File: src/rtl/instr_encoder.sv
// rtl/instr_encoder.sv - field-level instruction encoder that loads 20-bit words into instruction memory
// Optional opcode legality checking is enabled by defining ENC_CHECK_EN.
module instr_encoder #(
  parameter logic [7:0] START_ADDR = 8'h00
) (
  input  logic        clk,
  input  logic        rst,
  input  logic        start,
  input  logic        in_valid,
  output logic        in_ready,
  input  logic        in_last,
  input  logic [4:0]  in_opc,
  input  logic [4:0]  in_dst,
  input  logic [4:0]  in_src1,
  input  logic [4:0]  in_src0,
  input  logic [7:0]  in_imm,
  output logic        imem_we,
  output logic [7:0]  imem_addr,
  output logic [19:0] imem_wdata,
  output logic        busy,
  output logic        done,
  output logic        err_illegal,
  output logic        err_full,
  output logic [8:0]  word_count
);

  // Opcode values shared with def.h
  localparam logic [4:0] OPC_INC    = 5'd0;
  localparam logic [4:0] OPC_DEC    = 5'd1;
  localparam logic [4:0] OPC_MOV    = 5'd2;
  localparam logic [4:0] OPC_RL_90  = 5'd3;
  localparam logic [4:0] OPC_RL_180 = 5'd4;
  localparam logic [4:0] OPC_RL_270 = 5'd5;
  localparam logic [4:0] OPC_UD_90  = 5'd6;
  localparam logic [4:0] OPC_UD_180 = 5'd7;
  localparam logic [4:0] OPC_UD_270 = 5'd8;
  localparam logic [4:0] OPC_FB_90  = 5'd9;
  localparam logic [4:0] OPC_FB_180 = 5'd10;
  localparam logic [4:0] OPC_FB_270 = 5'd11;
  localparam logic [4:0] OPC_LOAD   = 5'd12;
  localparam logic [4:0] OPC_STORE  = 5'd13;
  localparam logic [4:0] OPC_LI     = 5'd14;
  localparam logic [4:0] OPC_CHECK  = 5'd15;
  localparam logic [4:0] OPC_JMP    = 5'd16;
  localparam logic [4:0] OPC_JNZ    = 5'd17;
  localparam logic [4:0] OPC_ZNJ    = 5'd18;

  typedef enum logic [1:0] {
    S_IDLE,
    S_RUN,
    S_DONE
  } state_t;

  state_t      state;
  state_t      state_nxt;
  logic [7:0]  addr;
  logic [19:0] enc_word;
  logic        enc_legal;
  logic        fire;
  logic        at_end;
  logic        session_start;

  assign in_ready      = (state == S_RUN);
  assign busy          = (state == S_RUN);
  assign done          = (state == S_DONE);
  assign fire          = in_valid & in_ready;
  assign at_end        = (addr == 8'hFF);
  assign session_start = start & (state != S_RUN);

  always_comb begin
    enc_word  = '0;
    enc_legal = 1'b1;
    case (in_opc)
      OPC_INC, OPC_DEC, OPC_MOV,
      OPC_RL_90, OPC_RL_180, OPC_RL_270,
      OPC_UD_90, OPC_UD_180, OPC_UD_270,
      OPC_FB_90, OPC_FB_180, OPC_FB_270:
        enc_word = {in_opc, in_dst, 5'b0, in_src0};
      OPC_LOAD:  enc_word = {in_opc, in_dst, in_src1, 5'b0};
      OPC_STORE: enc_word = {in_opc, 5'b0, in_src1, in_src0};
      OPC_LI:    enc_word = {in_opc, in_dst, in_imm, 2'b00};
      OPC_CHECK: enc_word = {in_opc, in_src1, in_imm, 2'b00};
      OPC_JMP, OPC_JNZ, OPC_ZNJ:
        enc_word = {in_opc, 7'b0, in_imm};
      default: begin
`ifdef ENC_CHECK_EN
        enc_legal = 1'b0;
`else
        enc_word  = {in_opc, in_dst, in_src1, in_src0};
`endif
      end
    endcase
  end

  always_ff @(posedge clk or posedge rst) begin
    if (rst) begin
      state <= S_IDLE;
    end else begin
      state <= state_nxt;
    end
  end

  // A write to 8'hFF terminates the session so the address never wraps
  always_comb begin
    state_nxt = state;
    case (state)
      S_IDLE, S_DONE: if (start) state_nxt = S_RUN;
      S_RUN: begin
        if (fire && (in_last || (enc_legal && at_end))) state_nxt = S_DONE;
      end
      default: state_nxt = S_IDLE;
    endcase
  end

  always_ff @(posedge clk or posedge rst) begin
    if (rst) begin
      addr       <= START_ADDR;
      imem_we    <= 1'b0;
      imem_addr  <= START_ADDR;
      imem_wdata <= '0;
      word_count <= '0;
      err_full   <= 1'b0;
    end else begin
      imem_we <= 1'b0;
      if (session_start) begin
        addr       <= START_ADDR;
        word_count <= '0;
        err_full   <= 1'b0;
      end else if (fire && enc_legal) begin
        imem_we    <= 1'b1;
        imem_addr  <= addr;
        imem_wdata <= enc_word;
        addr       <= addr + 8'd1;
        word_count <= word_count + 9'd1;
        if (at_end && !in_last) err_full <= 1'b1;
      end
    end
  end

`ifdef ENC_CHECK_EN
  logic err_illegal_q;

  always_ff @(posedge clk or posedge rst) begin
    if (rst) begin
      err_illegal_q <= 1'b0;
    end else if (session_start) begin
      err_illegal_q <= 1'b0;
    end else if (fire && !enc_legal) begin
      err_illegal_q <= 1'b1;
    end
  end

  assign err_illegal = err_illegal_q;
`else
  assign err_illegal = 1'b0;
`endif

endmodule

File: config.mk
export PLATFORM = sky130hd
export DESIGN_NAME = instr_encoder
export DESIGN_NICKNAME = d
export VERILOG_FILES = /design/src/rtl/instr_encoder.sv
export SDC_FILE = /design/constraint.sdc
export NUM_CORES = 1
export LEC_CHECK = 0
export BUFFER_PORTS_ARGS = -buffer_cell sky130_fd_sc_hd__buf_4
export CAP_MARGIN = 20
export CORE_ASPECT_RATIO = 0.5
export CORE_MARGIN = 2
export CORE_UTILIZATION = 50
export DETAILED_ROUTE_END_ITERATION = 6
export PLACE_DENSITY = 0.79
export SYNTH_ARGS = -nofsm -noshare
export SYNTH_HDL_FRONTEND = slang
export SYNTH_SLANG_ARGS = --single-unit
export TNS_END_PERCENT = 50
File: constraint.sdc
create_clock -name clk -period 2.2 [get_ports clk]
set_input_delay 0.55 -clock clk [delete_from_list [all_inputs] [get_ports clk]]
set_output_delay 0.55 -clock clk [all_outputs]
set_load 0.02 [all_outputs]
==> results of run 1 <==
[synthesized netlist by cell type (all sizes together) (3+ instances only)]
master / n
mux2i: 5
buf: 9
inv: 5
dfrtp: 49
nand2: 46
a221oi: 11
a21oi: 18
nand4: 5
xnor2: 5
o21ai: 9
nor2: 39
clkbuf: 3
and3: 3
nand3: 9
[layout by cell type (no fill, tap or decap), types with 2 or more instances in the layout]
master,instances
mux2i_1,5
nand2b_1,2
nand3_1,9
a32oi_1,2
nor3_1,2
ha_1,2
inv_1,4
nand3b_1,2
a21oi_1,17
clkbuf_8,5
dfrtp_1,49
xnor2_1,5
buf_4,78
o21ai_0,9
nand2_1,46
o2bb2ai_1,2
and3_1,3
a22o_1,2
nand4_1,5
nor2_1,39
a221oi_1,11
xor2_1,2
[state kept, by name (all words and copies together) (netlist names)]
signal and count:
imem_wdata 20, word_count 9, addr 8, imem_addr 8
state 2, err_full 1, imem_we 1
[where the power goes]
group | internal (mW) | switching, mW | leakage (nW)
Sequential | 1.15 | 0.162 | 0.626
Clock | 0.340 | 0.312 | 0.0543
Combinational | 0.579 | 0.808 | 0.837
Total | 2.07 | 1.28 | 1.52
[per-layer routing]
| layer | track usage (%) | wire, um | vias to the layer above | part of all wire [%] |
|---|---|---|---|---|
| li1 | - | - | 991 | - |
| met1 | 28.6 | 2370 | 955 | 44 |
| met2 | 39.8 | 2620 | 58 | 49 |
| met3 | 4.70 | 283 | 6 | 5.3 |
| met4 | 5.48 | 62 | 0 | 1.2 |
| met5 | 0 | 0 | - | 0 |
[kinds of logic (layout without fill, tap and decap cells)]
group,Yosys count,count (layout)
AO/OA/AOI/OAI,48,48
other,1,1
adder cells (fa/ha/maj),2,2
AND/OR/NAND/NOR,114,114
buffers and inverters,17,92
flip-flops,49,49
multiplexers,6,6
XOR/XNOR,7,7
[per-stage QoR]
step / total power [mW] / area (um2) / std cells / hold slack (ns)
floorplan: 2.14 / 2290 / 244 / 0.468
global placement: 2.68 / 2910 / 368 / 0.460
detailed placement: 2.73 / 2910 / 368 / 0.464
CTS: 3.38 / 3020 / 376 / 0.229
global route: 3.56 / 3020 / 376 / 0.257
finish: 3.35 / 3020 / 376 / 0.223
[final cells by class]
| type | instances | area share, % |
|---|---|---|
| clock buffer | 5 | 2.28 |
| clock inverter | 3 | 1.53 |
| inverter | 5 | 0.621 |
| multi-input combinational | 178 | 32.6 |
| sequential | 49 | 40.5 |
| tap | 57 | 2.36 |
| timing repair buffer | 79 | 20.0 |
[path summary, 6_finish.rpt]
path	start	to	slack, ns
min in group clk	imem_addr[1]	imem_addr[1]	0.48
hold / removal	rst	imem_wdata[13]	0.22
max in group asynchronous	rst	addr[5]	1.48
setup reg to reg	state[1]	imem_wdata[0]	0.71
setup / recovery	state[1]	busy	0.52
hold reg to reg	imem_addr[1]	imem_addr[1]	0.48
==> key figures, run 1 <==
Outcome
  • Status: complete, no violations

Timing
  • RSZ-0062 raised after global routing: false
  • Setup_tns: 0 ns
  • Setup WS post-layout: 0.518 ns
  • # setup viols final: 0
  • Final Critical Period: 1.68 ns
  • Fin. Hold Viols: 0
  • Achievable Freq: 594 MHz
  • Worst Clk Skew: 0.00572 ns
  • Crit share post-route: 76.5%
  • Final Slew Violations: 0

Power
  • Leak: 1.52 nW
  • Power per cell area: 1110 mW/mm2
  • Peak supply drop: 0.727 mV

Detailed routing
  • Post-DRT Antenna Nets: 0
  • Average wire per standard cell: 14.2 um
  • Iteration-0 DRC Markers: 81
  • Number of vias per cell: 5.35
  • Length of the first detailed-routing pass in iterations: 4
  • # DRC: 0
  • DR vias: 2010
  • Final wirelength: 5330 um

Placed design
  • Worst slack, placed: 0.433 ns
  • Post-DP HPWL: 3940 um
  • GPL Wtd Cong: 0.856
  • PortBufs: 74

Global route
  • Initial antenna violation count: 0
  • All-Layer GR Usage: 22.4%
  • First-pass GRT wire length: 9120 um
  • Vias in the first global route: 2006
  • Largest net degree at the start of global routing: 38
  • Grt total ovfl: 0

CTS
  • Clk Latency, worst-skew pair: 0.30 ns
  • CTS Buffer Depth: 2
  • TritonCTS buffer count: 5
  • CTS Sinks: 49
  • H-tree levels: 2
  • Hold buffers post-CTS: 0
  • Reg clk slew, reported paths: 0.09 ns
  • CTS Root Cell: clkbuf_8
  • Post_cts resized: 0
  • CTS tree: done
  • Setup bufs post-CTS: 0

Setup path
  • Cell Chain, Critical Path: nand2b_1, inv_1, buf_4
  • R2r worst-path depth: 5
  • Critical-path top delay cell: dfrtp_1
  • Buf/Inv on CP: 2
  • Max stage delay on crit path: 0.39 ns
  • Cell depth of the worst setup path: 3
  • Worst path required time: 1.65 ns
  • Worst setup EP type: output pin
  • Data arrival time of the worst path: 1.13 ns
  • Crit path max-delay family: flip-flops
  • Type of origin of the critical path: flop
  • Worst-path fanout max: 4
  • Worst Setup Path Type: flop to output pin

Final layout
  • Area Overhead vs Synth: 31.8%
  • Total inserted antenna cells: 0
  • Total area of sequential cells: 0.00123 mm2
  • Area occupied by multi-input gates: 987 um2
  • Final Util: 68.7%
  • Fill cell count: 346
  • Fraction of layout cells with a size suffix above 1: 29.2%
  • Final net count: 353

Yosys
  • Post-synth top area share: 53.4%
  • Syn Inst Count: 244
  • Post-synthesis sequential area ratio: 53.4%
  • Yosys reg bits: 49
  • Fraction of synthesized area in multiplexers: 2.67%
  • Area leader, netlist: dfrtp_1
  • Post-Synth Adder-Cell Area: 1.09%
  • Yosys Warn Count: 0
  • Net count after synthesis: 279
  • Synth Area in Simple Gates: 21.9%
  • Cell variety after synth: 37
  • Syn_area_per_cell: 9.40 um2
  • Main combinational cell family by area after synthesis: simple AND/OR/NAND/NOR gates
  • Number of flops mapped to enable cells by yosys: 0
  • Synth Area in XOR/XNOR: 2.67%
  • Post-synthesis compound-gate area fraction: 14.5%
  • Top post-synthesis cells by area: dfrtp_1 53%, nand2_1 7.5%, nor2_1 6.4%
  • Post-synth ARST share: 100%
  • Mapped Area: 0.00229 mm2
  • Most used DFF post-synth: dfrtp_1

Run
  • Max-cap violations: 0

Floorplanning
  • # rows: 17
  • Die outline area: 0.00518 mm2
  • Initial Util: 52.1%
  • Die height: 51.9 um
  • Die width: 99.8 um
  • Core Area: 0.00440 mm2
  • I/O Pins: 76

Min path
  • Worst hold path class: primary input to async pin
Power figures use the tool's default switching activity.
==> run 2: changes to the inputs <==
--- a/config.mk
+++ b/config.mk
@@ -5,13 +5,14 @@
 export SDC_FILE = /design/constraint.sdc
 export NUM_CORES = 1
 export LEC_CHECK = 0
+export ABC_AREA = 1
 export BUFFER_PORTS_ARGS = -buffer_cell sky130_fd_sc_hd__buf_4
 export CAP_MARGIN = 20
 export CORE_ASPECT_RATIO = 0.5
 export CORE_MARGIN = 2
-export CORE_UTILIZATION = 50
+export CORE_UTILIZATION = 47
 export DETAILED_ROUTE_END_ITERATION = 6
-export PLACE_DENSITY = 0.79
+export PLACE_DENSITY = 0.76
 export SYNTH_ARGS = -nofsm -noshare
 export SYNTH_HDL_FRONTEND = slang
 export SYNTH_SLANG_ARGS = --single-unit
==> constraint.sdc (replaced) <==
create_clock -name clk -period 1.5 [get_ports clk]
set_input_delay 0.375 -clock clk [delete_from_list [all_inputs] [get_ports clk]]
set_output_delay 0.375 -clock clk [all_outputs]
set_load 0.02 [all_outputs]
==> run 2 against run 1 <==
- combinational power is 74% higher
- flip-flop and latch count stayed put
- clock skew is 0.0019 ns lower
- total power is 70% higher
==> key figures, run 2 <==
Yosys
  • Number of flops mapped to enable cells by yosys: 0
  • Area leader, netlist: dfrtp_1
  • Most used DFF post-synth: dfrtp_1
  • Syn_area_per_cell: 7.82 um2
  • Commonest cells in the synthesized netlist: 105 x nand2_1, 49 x dfrtp_1, 42 x inv_1
  • Most common cell in the synthesized netlist: nand2_1
  • Cell variety after synth: 32
  • Yosys reg bits: 49
  • Yosys Warn Count: 0
  • Mapped Area: 0.00269 mm2
  • Top post-synthesis cells by area: dfrtp_1 46%, nand2_1 15%, inv_1 5.9%
  • Post-synth top area share: 45.6%
  • Net count after synthesis: 379
  • Syn Inst Count: 344
  • Post-synthesis sequential area ratio: 45.6%
  • Post-synth ARST share: 100%

CTS
  • Clk Latency, worst-skew pair: 0.29 ns
  • Hold buffers post-CTS: 0
  • CTS Sinks: 49
  • CTS tree: done
  • Reg clk slew, reported paths: 0.06 ns
  • CTS Root Cell: clkbuf_16
  • H-tree levels: 2
  • TritonCTS buffer count: 5
  • CTS Buffer Depth: 2

Timing
  • # setup viols final: 0
  • Final Slew Violations: 0
  • Setup WS post-layout: 0.0624 ns
  • Crit share post-route: 95.8%
  • Achievable Freq: 696 MHz
  • RSZ-0062 raised after global routing: false
  • Setup_tns: 0 ns
  • Final Critical Period: 1.44 ns
  • Worst Clk Skew: 0.00377 ns
  • Fin. Hold Viols: 0

Detailed routing
  • DR vias: 2539
  • Number of vias per cell: 5.16
  • Final wirelength: 6510 um
  • Length of the first detailed-routing pass in iterations: 5
  • # DRC: 0
  • Iteration-0 DRC Markers: 116
  • Average wire per standard cell: 13.2 um
  • Post-DRT Antenna Nets: 0

Setup path
  • Worst path required time: 1.12 ns
  • Type of origin of the critical path: flop
  • Flop2flop setup slack: 0.16 ns
  • Worst Setup Path Type: flop to output pin
  • Data arrival time of the worst path: 1.06 ns
  • Worst-path fanout max: 4
  • Worst setup EP type: output pin

Final layout
  • Fill cell count: 462
  • Commonest non-fill, non-tap cell in the layout: nand2_1
  • Max FFs per register: 20
  • Fraction of layout cells with a size suffix above 1: 28.4%
  • Biggest register: imem_wdata
  • Highest-count cells in the layout ignoring fill and taps: 105 x nand2_1, 78 x buf_4, 49 x dfrtp_1
  • Total inserted antenna cells: 0
  • Area Overhead vs Synth: 29.7%
  • Top Registers: imem_wdata x20, word_count x9
  • Final net count: 453

Global route
  • Initial antenna violation count: 0
  • Met3 usage: 4.57%
  • All-Layer GR Usage: 21.5%
  • Most Crowded Layer GR: met2
  • Vias in the first global route: 2448
  • First-pass GRT wire length: 11200 um
  • Grt total ovfl: 0
  • Met2 usage: 39.9%
  • Largest net degree at the start of global routing: 50
  • Met1 Track Usage GR: 26.5%

Floorplanning
  • # rows: 19
  • Die height: 57.5 um
  • Die width: 111 um
  • Initial Util: 49.0%
  • Core Area: 0.00549 mm2
  • Die outline area: 0.00638 mm2
  • I/O Pins: 76

Power
  • Leak: 1.86 nW
  • Peak supply drop: 0.847 mV
  • Power per cell area: 1640 mW/mm2
  • Final Power: 5.71 mW

Placed design
  • GPL Wtd Cong: 0.913
  • Post-DP HPWL: 4620 um
  • PortBufs: 74
  • Worst slack, placed: 0.128 ns

Outcome
  • Status: complete, no violations

Run
  • Max-cap violations: 0

Min path
  • Worst hold path class: primary input to async pin
## run 2: cell types whose count changed in the layout (fill, tap and decap cells not counted), sizes merged, moves of 4 or more
| cell | previous run | this run |
|---|---|---|
| nand4 | 5 | 14 |
| nand3 | 9 | 30 |
| inv | 5 | 44 |
| nand2 | 46 | 114 |
| nor2 | 39 | 29 |
| a221oi | 11 | 0 |
| xnor2 | 5 | 1 |
| a21oi | 18 | 7 |
| o21ai | 9 | 16 |
| mux2i | 5 | 0 |
| or2 | 0 | 10 |
## run 2: final cells by class
type                       count  area (um2)  area share (%)
clock buffer                   6         129            3.69
clock inverter                 2        38.8            1.11
inverter                      45         173            4.95
multi-input combinational    237        1210            34.6
sequential                    49        1230            35.1
tap                           73        91.3            2.62
timing repair buffer          80         626            17.9
## run 2: metal layers
metal / part of all wire (%) / up-vias
li1: - / 1232
met1: 43 / 1209
met2: 51 / 92
met3: 5.4 / 6
met4: 0.71 / 0
met5: 0 / -
## run 2: timing repair
| action | 4_1_cts | 5_1_grt |
|---|---|---|
| buffers inserted | 0 | 0 |
| setup endpoints to repair | 0 | 2 |
| resized for setup | 0 | 2 |
## run 2: kinds of logic (layout without fill, tap and decap cells)
kind of cell               Yosys count  count (layout)  share of synthesized area (%)
buffers and inverters               58             133                           9.86
xor gates and xnor gates             1               1                          0.326
AOI/OAI and AO/OA                   33              33                           7.77
adders and majority gates            2               2                          0.930
other                                1               1                          0.139
DFF                                 49              49                           45.6
and+or+nand+nor                    200             200                           35.4
## run 2: critical path, stage by stage, from the launching register on
cell	delay, ns
dfrtp_1	0.41
inv_2	0.06
nor2_4	0.14
buf_4	0.17
## run 2: path summary, 6_finish.rpt
kind,from,endpoint,cells after the start
max,state[0],busy,3
min,rst,imem_wdata[15],3
max reg2reg,state[0],word_count[1],6
min reg2reg,imem_wdata[19],imem_wdata[19],2
max in group asynchronous,rst,imem_wdata[4],3
min in group clk,in_opc[2],imem_wdata[17],3
## run 2: report_power, final
group | internal (mW) | switching [mW] | total, mW
clock | 0.790 | 0.484 | 1.27
combinational | 1.01 | 1.40 | 2.42
sequential | 1.73 | 0.286 | 2.02
## run 2: per-stage QoR
stage,hold WS [ns],utilization [%],cell area [um2],std cells
finish,0.145,63.5,3490,492
global route,0.183,63.5,3490,492
CTS,0.161,63.4,3480,492
detailed placement,0.465,60.4,3310,484
global placement,0.460,60.4,3310,484
floorplan,0.411,-,2690,344
==> run 3: changes to the inputs <==
--- a/config.mk
+++ b/config.mk
@@ -10,9 +10,8 @@
 export CAP_MARGIN = 20
 export CORE_ASPECT_RATIO = 0.5
 export CORE_MARGIN = 2
-export CORE_UTILIZATION = 47
+export CORE_UTILIZATION = 30
 export DETAILED_ROUTE_END_ITERATION = 6
-export PLACE_DENSITY = 0.76
 export SYNTH_ARGS = -nofsm -noshare
 export SYNTH_HDL_FRONTEND = slang
 export SYNTH_SLANG_ARGS = --single-unit
==> run 3 against run 2 <==
- sequential share of layout area is 0.51 points lower
- count of clock-buffer cells in the layout is 1 higher
- clock skew is 0.0013 ns higher
- setup slack worse by 0.0060 ns
- design area up 1.5%
- total power fell by 2.2%
- register-to-register slack about the same
- highest routed layer unchanged
==> key figures, run 3 (synthesis gave the netlist of run 2 again) <==
Outcome
  • Status: complete, no violations

Global route
  • Largest net degree at the start of global routing: 50
  • Vias in the first global route: 2309
  • Initial antenna violation count: 0
  • Grt total ovfl: 0
  • First-pass GRT wire length: 11200 um
  • All-Layer GR Usage: 14.4%

Final layout
  • Total area of sequential cells: 0.00123 mm2
  • Top Registers: imem_wdata x20, word_count x9
  • Area Overhead vs Synth: 31.6%
  • Max FFs per register: 20
  • Total inserted antenna cells: 0
  • Fraction of layout cells with a size suffix above 1: 29.0%
  • Commonest non-fill, non-tap cell in the layout: nand2_1
  • Area occupied by multi-input gates: 0.00120 mm2
  • Biggest register: imem_wdata
  • Finished Layout Cells: 541
  • Fill cell count: 912
  • Highest-count cells in the layout ignoring fill and taps: 105 x nand2_1, 83 x buf_4, 49 x dfrtp_1
  • Final net count: 458
  • Final Cell Area: 0.00354 mm2

Timing
  • Final Critical Period: 1.44 ns
  • RSZ-0062 raised after global routing: true
  • Final Slew Violations: 0
  • Fin. Hold Viols: 0
  • # setup viols final: 0
  • Crit share post-route: 96.2%
  • Setup_tns: 0 ns
  • Worst Clk Skew: 0.00503 ns
  • Achievable Freq: 693 MHz

Setup path
  • Worst setup EP type: output pin
  • Flop2flop setup slack: 0.17 ns
  • Worst R2R End: word_count[6]
  • Data arrival time of the worst path: 1.07 ns
  • Max stage delay on crit path: 0.42 ns
  • Cell Chain, Critical Path: inv_2, nor2_2, buf_6
  • R2r worst-path depth: 7
  • Reg2reg start: state[0]
  • Type of origin of the critical path: flop
  • Worst Setup Path Type: flop to output pin
  • Critical-path top delay cell: dfrtp_1
  • Worst-path fanout max: 2
  • Worst path required time: 1.12 ns
  • Buf/Inv on CP: 2
  • Crit path max-delay family: flip-flops

Detailed routing
  • Number of vias per cell: 4.47
  • Iteration-0 DRC Markers: 240
  • DR vias: 2420
  • Length of the first detailed-routing pass in iterations: 4
  • Average wire per standard cell: 12.4 um
  • Post-DRT Antenna Nets: 0
  • Final wirelength: 6700 um
  • # DRC: 0

Floorplanning
  • Die outline area: 0.00979 mm2
  • # rows: 24
  • Die height: 71.0 um
  • Initial Util: 30.9%
  • Die width: 138 um
  • I/O Pins: 76
  • Core Area: 0.00871 mm2

Placed design
  • Post-DP HPWL: 4940 um
  • Placed Area: 0.00339 mm2
  • PortBufs: 74
  • GPL Wtd Cong: 0.806
  • Placed insts: 532

CTS
  • CTS Sinks: 49
  • TritonCTS buffer count: 5
  • Clk Latency, worst-skew pair: 0.28 ns
  • Hold buffers post-CTS: 0
  • CTS Buffer Depth: 2
  • CTS tree: done
  • CTS Root Cell: clkbuf_16
  • Reg clk slew, reported paths: 0.07 ns
  • H-tree levels: 2

Min path
  • Worst hold path class: primary input to async pin

Power
  • Power per cell area: 1580 mW/mm2
  • Final Power: 5.58 mW
  • Leak: 1.86 nW
  • Peak supply drop: 0.537 mV

Run
  • Max-cap violations: 0
==> run 3: cell count changes in the layout (fill, tap and decap cells not counted) <==
cell        delta
inv_1          -1
inv_2          +1
bufinv_16      -1
buf_4          +5
nor3_1         +1
clkbuf_1       +1
buf_12         -1
clkinv_4       -1
clkinvlp_4     +1
nor3_2         -1
buf_6          +1
==> run 3: cell type report <==
class,instances,area share [%]
inverters,45,4.88
clock inverters,1,0.212
multi-input cells,237,33.9
clock buffers,7,3.75
flip-flops and latches,49,34.6
repair buffers,85,18.5
well taps,117,4.13
==> run 3: metrics by stage <==
step           hold slack [ns]  setup WS [ns]  utilization [%]
6_report                 0.137         0.0563             40.7
3_5_place_dp             0.469          0.177             38.9
2_1_floorplan            0.411          0.165                -
3_3_place_gp             0.467          0.184             38.9
4_1_cts                  0.164         0.0154             40.5
5_1_grt                  0.178       -0.00890             40.7
==> run 3: metal layers <==
metal	wire length [um]	share of wire, %	global-route usage [%]	vias up
met3	264	3.9	2.94	6
met5	0	0	0	-
li1	-	-	-	1250
met4	53	0.79	3.29	0
met1	3220	48	20.3	1109
met2	3170	47	22.9	55
==> run 3: worst register-to-register path, stage by stage (launching register included) <==
cell     delay [ns]
dfrtp_1        0.42
inv_2          0.06
nor2_4         0.13
nand2_4        0.18
nor3_1         0.23
nand3_1        0.09
nand2_1        0.07
inv_1          0.03
==> run 3: where the power goes <==
| part | switching (mW) | leakage [nW] | internal (mW) |
|---|---|---|---|
| combinational | 1.41 | 1.17 | 1.04 |
| clock | 0.496 | 0.0641 | 0.621 |
| sequential | 0.280 | 0.630 | 1.73 |
==> run 3: what timing repair did <==
| item | in CTS | in global routing |
|---|---|---|
| resized for setup | 0 | 3 |
| buffers inserted | 0 | 1 |
| endpoints found under the setup margin | 0 | 1 |
| endpoints found under the hold margin | 0 | 0 |
==> run 3: worst max path at each step <==
stage / cells after the start / end / startpoint
floorplan: 6 / word_count[6] / word_count[0]
global placement: 6 / imem_wdata[9] / in_valid
detailed placement: 6 / imem_wdata[9] / in_valid
CTS: 3 / done / state[1]
global route: 3 / in_ready / state[0]
finish: 3 / done / state[1]
